--- config.mk ---
export PLATFORM = sky130hd
export DESIGN_NAME = decode_tbdec
export DESIGN_NICKNAME = d
export VERILOG_FILES = /design/src/rtl/decode_tbdec_pkg.sv /design/src/rtl/tbdec_prescaler.sv /design/src/rtl/decode_tbdec.sv
export SDC_FILE = /design/constraint.sdc
export NUM_CORES = 1
export LEC_CHECK = 0
export ABC_AREA = 1
export CAP_MARGIN = 5
export CELL_PAD_IN_SITES_DETAIL_PLACEMENT = 1
export CELL_PAD_IN_SITES_GLOBAL_PLACEMENT = 1
export CORE_MARGIN = 1
export CORE_UTILIZATION = 40
export DETAILED_ROUTE_END_ITERATION = 7
export GPL_TIMING_DRIVEN = 0
export PLACE_DENSITY_LB_ADDON = 0.3
export SLEW_MARGIN = 20
export SYNTH_ARGS = -nofsm -noshare
export SYNTH_HDL_FRONTEND = slang
export SYNTH_SLANG_ARGS = --single-unit
--- constraint.sdc ---
create_clock -name clk -period 4.9 [get_ports clk]
set_clock_uncertainty 0.1 [all_clocks]
set_input_delay 1.47 -clock clk [delete_from_list [all_inputs] [get_ports clk]]
set_output_delay 1.47 -clock clk [all_outputs]
set_load 0.05 [all_outputs]
--- src/rtl/decode_tbdec_pkg.sv ---
// Shared names and constants for the Time Base / Decrementer block.
// Holds the DE_spr_* encodings it decodes, reset constants and the write-target decode helper.
package decode_tbdec_pkg;

    localparam logic [5:0]  DE_spr_TBL = 6'h0C;
    localparam logic [5:0]  DE_spr_TBU = 6'h0D;
    localparam logic [5:0]  DE_spr_DEC = 6'h16;

    localparam logic [31:0] TBDEC_DEC_RESET_VAL    = 32'hFFFF_FFFF;
    localparam int          TBDEC_TB_PRESCALE_DEF  = 1;
    localparam int          TBDEC_PRESCALE_W_DEF   = 8;

    typedef enum logic [1:0] {
        WR_NONE = 2'd0,
        WR_TBL  = 2'd1,
        WR_TBU  = 2'd2,
        WR_DEC  = 2'd3
    } tbdec_wr_e;

    // Only the three timer SPRs are claimed; every other name belongs to the SPR file.
    function automatic tbdec_wr_e tbdec_wr_decode(input logic en, input logic [5:0] name);
        tbdec_wr_e sel;
        sel = WR_NONE;
        if (en) begin
            case (name)
                DE_spr_TBL: sel = WR_TBL;
                DE_spr_TBU: sel = WR_TBU;
                DE_spr_DEC: sel = WR_DEC;
                default:    sel = WR_NONE;
            endcase
        end
        return sel;
    endfunction

endpackage

--- src/rtl/tbdec_prescaler.sv ---
// Free-running prescaler: counts 0..TB_PRESCALE-1 and pulses tick on the last count.
// Combinational tick from a registered count; freeze holds the count and masks the tick.
module tbdec_prescaler #(
    parameter int TB_PRESCALE = 1,
    parameter int PRESCALE_W  = 8
) (
    input  logic clk,
    input  logic reset_n,
    input  logic freeze,
    output logic tick
);

    localparam logic [PRESCALE_W-1:0] LAST_CNT = PRESCALE_W'(TB_PRESCALE - 1);

    logic [PRESCALE_W-1:0] cnt_q;
    logic [PRESCALE_W-1:0] cnt_d;

    always_comb begin
        tick  = (cnt_q == LAST_CNT) && !freeze;
        cnt_d = cnt_q;
        if (!freeze) begin
            cnt_d = tick ? '0 : cnt_q + PRESCALE_W'(1);
        end
    end

    always_ff @(posedge clk or negedge reset_n) begin
        if (!reset_n) begin
            cnt_q <= '0;
        end else begin
            cnt_q <= cnt_d;
        end
    end

endmodule

--- src/rtl/decode_tbdec.sv ---
// Architected Time Base (64b) and Decrementer (32b) with SPR write port and level dec_irq.
// Writes visible 1 cycle after strobe; TBDEC_MTDEC_IRQ_EN lets DEC writes raise dec_irq.
module decode_tbdec
    import decode_tbdec_pkg::*;
#(
    parameter int TB_PRESCALE = TBDEC_TB_PRESCALE_DEF,
    parameter int PRESCALE_W  = TBDEC_PRESCALE_W_DEF
) (
    input  logic        clk,
    input  logic        reset_n,
    input  logic        wr_spr_en,
    input  logic [5:0]  wr_spr_name,
    input  logic [31:0] wr_spr_value,
    input  logic        tb_freeze,
    output logic [63:0] as_TB,
    output logic [31:0] as_DEC,
    output logic        dec_irq,
    input  logic        dec_irq_ack
);

    logic        tick;
    tbdec_wr_e   wr_sel;
    logic        lo_carry;
    logic        irq_set;

    logic [31:0] tb_lo_q, tb_lo_d;
    logic [31:0] tb_hi_q, tb_hi_d;
    logic [31:0] dec_q, dec_d;
    logic        dec_irq_q, dec_irq_d;

    tbdec_prescaler #(
        .TB_PRESCALE (TB_PRESCALE),
        .PRESCALE_W  (PRESCALE_W)
    ) u_prescaler (
        .clk     (clk),
        .reset_n (reset_n),
        .freeze  (tb_freeze),
        .tick    (tick)
    );

    always_comb begin
        wr_sel   = tbdec_wr_decode(wr_spr_en, wr_spr_name);
        lo_carry = tick && (tb_lo_q == 32'hFFFF_FFFF);

        tb_lo_d  = tick ? tb_lo_q + 32'd1 : tb_lo_q;
        tb_hi_d  = lo_carry ? tb_hi_q + 32'd1 : tb_hi_q;
        dec_d    = tick ? dec_q - 32'd1 : dec_q;
        // Only the 0 -> FFFF_FFFF decrement flips DEC[31] from 0 to 1.
        irq_set  = tick && (dec_q == 32'd0);

        // A write overrides only its own field; carry into an overwritten TBU is lost.
        case (wr_sel)
            WR_TBL: begin
                tb_lo_d = wr_spr_value;
                tb_hi_d = tb_hi_q;
            end
            WR_TBU: begin
                tb_hi_d = wr_spr_value;
            end
            WR_DEC: begin
                dec_d = wr_spr_value;
`ifdef TBDEC_MTDEC_IRQ_EN
                irq_set = wr_spr_value[31] && !dec_q[31];
`else
                irq_set = 1'b0;
`endif
            end
            default: begin
            end
        endcase

        if (irq_set) begin
            dec_irq_d = 1'b1;
        end else if (dec_irq_ack) begin
            dec_irq_d = 1'b0;
        end else begin
            dec_irq_d = dec_irq_q;
        end
    end

    always_ff @(posedge clk or negedge reset_n) begin
        if (!reset_n) begin
            tb_lo_q   <= '0;
            tb_hi_q   <= '0;
            dec_q     <= TBDEC_DEC_RESET_VAL;
            dec_irq_q <= 1'b0;
        end else begin
            tb_lo_q   <= tb_lo_d;
            tb_hi_q   <= tb_hi_d;
            dec_q     <= dec_d;
            dec_irq_q <= dec_irq_d;
        end
    end

    assign as_TB   = {tb_hi_q, tb_lo_q};
    assign as_DEC  = dec_q;
    assign dec_irq = dec_irq_q;

endmodule

# Yosys cells after proc, flatten, opt, wreduce, memory -nomap -nowiden
# Index checks and enable logic that the tools add are counted.
# W data, S select, Z words.
word_totals:
  regBits: 105
  out_inout_bits: 97
  word_cells: 40
classes:
  n_addsub: 4
  n_eq_ne: 7
  mux: 12
  bitwise: 1
  reduce_logical: 11
op_table:
  columns: ["cell", "count"]
  rows:
  - ["$mux W32", 5]
  - ["$add A32 B1 Y32 const B", 2]
  - ["$pmux W32 S2", 1]
  - ["$eq A32 B32 Y1 const B", 1]
  - ["$logic_not A32 Y1", 1]
  - ["$sub A32 B1 Y32 const B", 1]
  - ["$eq A6 B4 Y1 const B", 2]
  - ["$add A8 B1 Y8 const B", 1]
  - ["$logic_not A8 Y1", 1]
  - ["$mux W8", 1]
  - ["$reduce_bool A2 Y1", 4]
  - ["$eq A6 B5 Y1 const B", 1]
  - ["$pmux W2 S3", 1]
  - ["$eq A2 B2 Y1 const B", 2]
  - ["$logic_and A1 B1 Y1", 3]
  - ["$mux W1", 3]
  - ["$eq A2 B1 Y1 const B", 1]
  - ["$mux W2", 1]
  - ["$reduce_and A2 Y1", 1]
  - ["$logic_not A1 Y1", 1]
  - ["$not A1 Y1", 1]

# Depth between registers and ports, before layout
depth:
  depth_word: 6
  mapped_depth: 12
  ltp_nobuf: 11

# Cells and area by module
# A second synthesis with hierarchy kept.
unflattened:
  cells_unflattened: 1210
  area_unflattened_um2: 7568.5
by_module_without_submodules:
  columns: ["mod", "n_inst", "cells_per_inst", "area_each_um2", "seq_area_each_um2"]
  rows:
  - ["decode_tbdec", 1, 1143, 7089.3, 2467.4]
  - ["tbdec_prescaler", 1, 67, 479.2, 200.2]

# Least setup slack after synthesis
# No wires, ideal clock.
synth_path:
  path_kind: "input-to-reg"
  startpoint: "input wr_spr_name[1]"
  endpoint: "register tb_lo_q[22]"
  setup_time_ps: 126
  arrival_time_ps: 2508
  required_time_ps: 4674
  slack_ps: 2166
  path_stages: 9
  n_path_buf: 1
  path_cell_list: "nor3_4 nand2_2 nor2_4 inv_2 nand2_4 inv_2 buf_4 nand2_1 nand3_1"
synth_via:
  elab_chain_cells: 5
  word_cells_on_any_way: 8
  classes_between: "eq/ne (4); mux (3); reduce/logical (1)"
synth_rtl:
  columns: ["item", "line_no", "source"]
  rows:
  - ["start: declaration", "decode_tbdec.sv:12", "input logic [5:0] wr_spr_name,"]
  - ["$eq A6 B5 Y1 or $eq A6 B4 Y1 (tied branches)", "decode_tbdec_pkg.sv:25", "case (name)"]
  - ["$pmux W2 S3 *", "decode_tbdec_pkg.sv:25", null]
  - ["$mux W2 *", "decode_tbdec_pkg.sv:24", "if (en) begin"]
  - ["$eq A2 B1 Y1 *", "decode_tbdec.sv:52", "case (wr_sel)"]
  - ["$mux W32 or $reduce_bool A2 Y1 (tied branches)", null, null]
  - ["end signal: assignment", "decode_tbdec.sv:88", "tb_lo_q <= tb_lo_d;"]
  - ["end: declaration", "decode_tbdec.sv:26", "logic [31:0] tb_lo_q, tb_lo_d;"]
# Every way passes the cells marked *; elsewhere a longest branch is shown, timed or not.
# A chain may end at the register's enable or synchronous reset.

# Worst setup path in the final report
layout_path:
  startpoint: "register dec_q[28] (netlist: as_DEC[28])"
  endpoint: "output as_DEC[28]"
layout_rtl:
  columns: ["item", "line_no", "source"]
  rows:
  - ["start: declaration", "decode_tbdec.sv:28", "logic [31:0] dec_q, dec_d;"]
  - ["start signal: assignment", "decode_tbdec.sv:85", "dec_q <= TBDEC_DEC_RESET_VAL;"]
  - ["start signal: assignment", "decode_tbdec.sv:90", "dec_q <= dec_d;"]
  - ["end: declaration", "decode_tbdec.sv:16", "output logic [31:0] as_DEC,"]
# No word-level cell between the ends.

==> impl_metrics.toml <==
[clocking]
cts_root_buf = "clkbuf_16"
post_cts_resized = 0
clkTransAtPathRegs_ns = 0.08
clk_latency_ns = 0.37
cts.path.max_buffers = 2
cts_hold_buf = 0
cts_inserted_buffers = 9
postCtsSetupBuffers = 0
cts_tree = "built"
clkSinkCount = 105
htree_levels = 3

[yosys]
ys_seq_area_share_pct = 34.69
yosysWarnings = 0
avgSynthCellArea_um2 = 6.539
ys_ff_latch = 105
ys_types = 42
synth_edf_count = 0
synth_largest_area_cell = "nand2_1"
async_reset_ff_share_pct = 100.0
yosysTopAreaCellShare_pct = 24.21
syn_nets = 1224
synth_flop_cell = "dfrtp_1"
syn_area_um2 = 7690
syn_inst = 1176
ys_top_cells_by_area = "nand2_1, dfrtp_1, dfstp_2"

[global_route]
overflow = 0
antenna_found_initial = 0
grt_pass1_wl_mm = 47.13
grt_pass1_vias = 8641
grt_max_degree = 63
grt.total_usage_pct = 31.20

[floorplanning]
start_util_pct = 40.97
die_area_um2 = 19780
rows = 50
die_h_um = 140.7
coreArea_um2 = 18770
pin_count = 140
die_w_um = 140.7

[sta]
setup_violations = 0
slew_violations = 0
min_period_over_period_pct = 68.94
timing.hold.ws_ns = 0.3924
hold_violations = 0
clock.fmax_mhz = 296.0
relSlewSlack_pct = 65.86
min_period_ns = 3.378
grt_setup_unrepaired = "false"
max_slew.worst_pin.slew_ns = 0.5081

[setup_path]
startpoint = "as_DEC[28]$_DFFE_PN1P_"
timing.critical_path.buf_inv = 1
start_kind = "flip-flop"
crit_chain = "clkdlybuf4s50_1"
worstPathMaxFanout = 5
cp.required_ns = 3.33
cp_top_family = "buffers and inverters"
slowest_stage = "clkdlybuf4s50_1"
r2r_start = "tb_lo_q[0]$_DFFE_PN0P_"
criticalPathCategory = "reg -> out"
slowest_delay_ns = 0.82
end_kind = "primary output"
cp_data_arrival_time_ns = 1.81

[cells_and_area]
syn_to_final_growth_pct = 26.03
fin_util_pct = 51.64
n_fill_cell = 2494
multi_input_area_um2 = 4512
final_cell_mix = "nand2_1, nor2_1, clkdlybuf4s50_1"
layout-drive-gt1-share_pct = 9.835
n_antenna_cell = 0
layout.nets = 1375
seq_area_um2 = 2668
final_common_cell = "nand2_1"

[detailed_routing]
num_vias = 8508
drc_errors = 0
routed_via_density = 5.433
drt_wl_total_mm = 29.97
first_pass_iters = 5
routedWlPerCell_um = 19.14
antenna_left = 0
drtIter0Drc = 521

[pwr]
seqPwrFrac_pct = 31.3
peakVddDrop_mv = 0.2068
p_leak_nw = 4.287
share_comb_of_total_power_pct = 53.4
p_sw_w = 0.002494
clkPwrFrac_pct = 15.3
p_per_area_nw_per_um2 = 503.4
cellInternalPower_w = 0.002384
switching_share_pct = 51.13

[place]
dp_hpwl_mm = 23.71
gp_congestion = 0.9528
numPortBuffers = 139

[min_path]
hp-start = "u_prescaler.cnt_q[7]$_DFFE_PN0N_"
hold_class = "reg -> reg"

[job]
cap_viol_max_count = 0

[status]
run_status = "finished clean"
kinds of logic after synthesis:
family,count (synthesis),share of synthesized area (%)
adder cells (fa/ha/maj),5,0.8135
flip-flops,105,34.69
AND/OR/NAND/NOR,849,47.69
buffers and inverters,112,6.638
AO/OA/AOI/OAI,51,4.019
XOR/XNOR,54,6.150
metrics by stage:
| step | instance area [µm²] | setup WS [ns] | std cells | setup TNS (ns) | power [W] |
|---|---|---|---|---|---|
| detailed placement | 9403 | 1.315 | 1550 | 0 | 0.004115 |
| floorplan | 7690 | 2.166 | 1176 | 0 | 0.003235 |
| global placement | 9374 | -2.060 | 1549 | -171.22 | 0.004021 |
| CTS | 9692 | 1.514 | 1566 | 0 | 0.004879 |
| finish | 9692 | 1.522 | 1566 | 0 | 0.004879 |
| global route | 9692 | 1.469 | 1566 | 0 | 0.005143 |
worst paths after layout:
check | end | slack [ns] | cells past startpoint
hold reg to reg | u_prescaler.cnt_q[7]$_DFFE_PN0N_ | 0.39 | 1
setup / recovery | as_DEC[28] | 1.52 | 1
max in group asynchronous | as_DEC[31]$_DFFE_PN1P_ | 3.05 | 2
hold / removal | u_prescaler.cnt_q[7]$_DFFE_PN0N_ | 0.39 | 1
min in group asynchronous | u_prescaler.cnt_q[3]$_DFFE_PN0N_ | 0.91 | 1
setup reg to reg | tb_lo_q[30]$_DFFE_PN0P_ | 2.66 | 10
routing by layer:
layer | vias to the layer above | GRT usage, % | share of wire [%] | wire length (µm)
li1 | 3995 | - | - | -
met1 | 4133 | 40.65 | 43 | 12910
met2 | 311 | 52.16 | 47 | 14210
met3 | 69 | 4.076 | 5.9 | 1756
met4 | 0 | 13.16 | 3.6 | 1088
met5 | - | 0 | 0 | 0
sequential cells by signal (all words and copies together) (netlist names):
signal and count:
as_DEC 32, tb_lo_q 32, dec_irq 1, u_prescaler.cnt_q 8
tb_hi_q 32
synth_stat cells, types with 15 or more instances:
cell type / n
nand2_1: 496
nor2_1: 163
nand3_1: 94
inv_1: 79
dfrtp_1: 73
xor2_1: 33
dfstp_2: 32
xnor2_1: 21
nand3b_1: 20
o21ai_0: 20
nor3_1: 16
buf_2: 15
area by class of cell:
type,count,area share [%]
clock inverters,7,0.6584
flip-flops and latches,105,27.52
inverters,85,3.292
clock buffers,9,2.324
well taps,234,3.021
repair buffers,140,14.65
plain buffers,27,1.975
multi-input cells,959,46.55
power groups by stage:
| stage | logic [W] | registers, W | clock network [W] |
|---|---|---|---|
| final | 0.00260 | 0.00153 | 0.000747 |
| after global routing | 0.00281 | 0.00156 | 0.000780 |
| after CTS | 0.00260 | 0.00152 | 0.000759 |
| after detailed placement | 0.00258 | 0.00153 | 0 |
| after global placement | 0.00250 | 0.00152 | 0 |
| after floorplan | 0.00111 | 0.00213 | 0 |
Note: power is estimated with default switching activity, not from simulation.
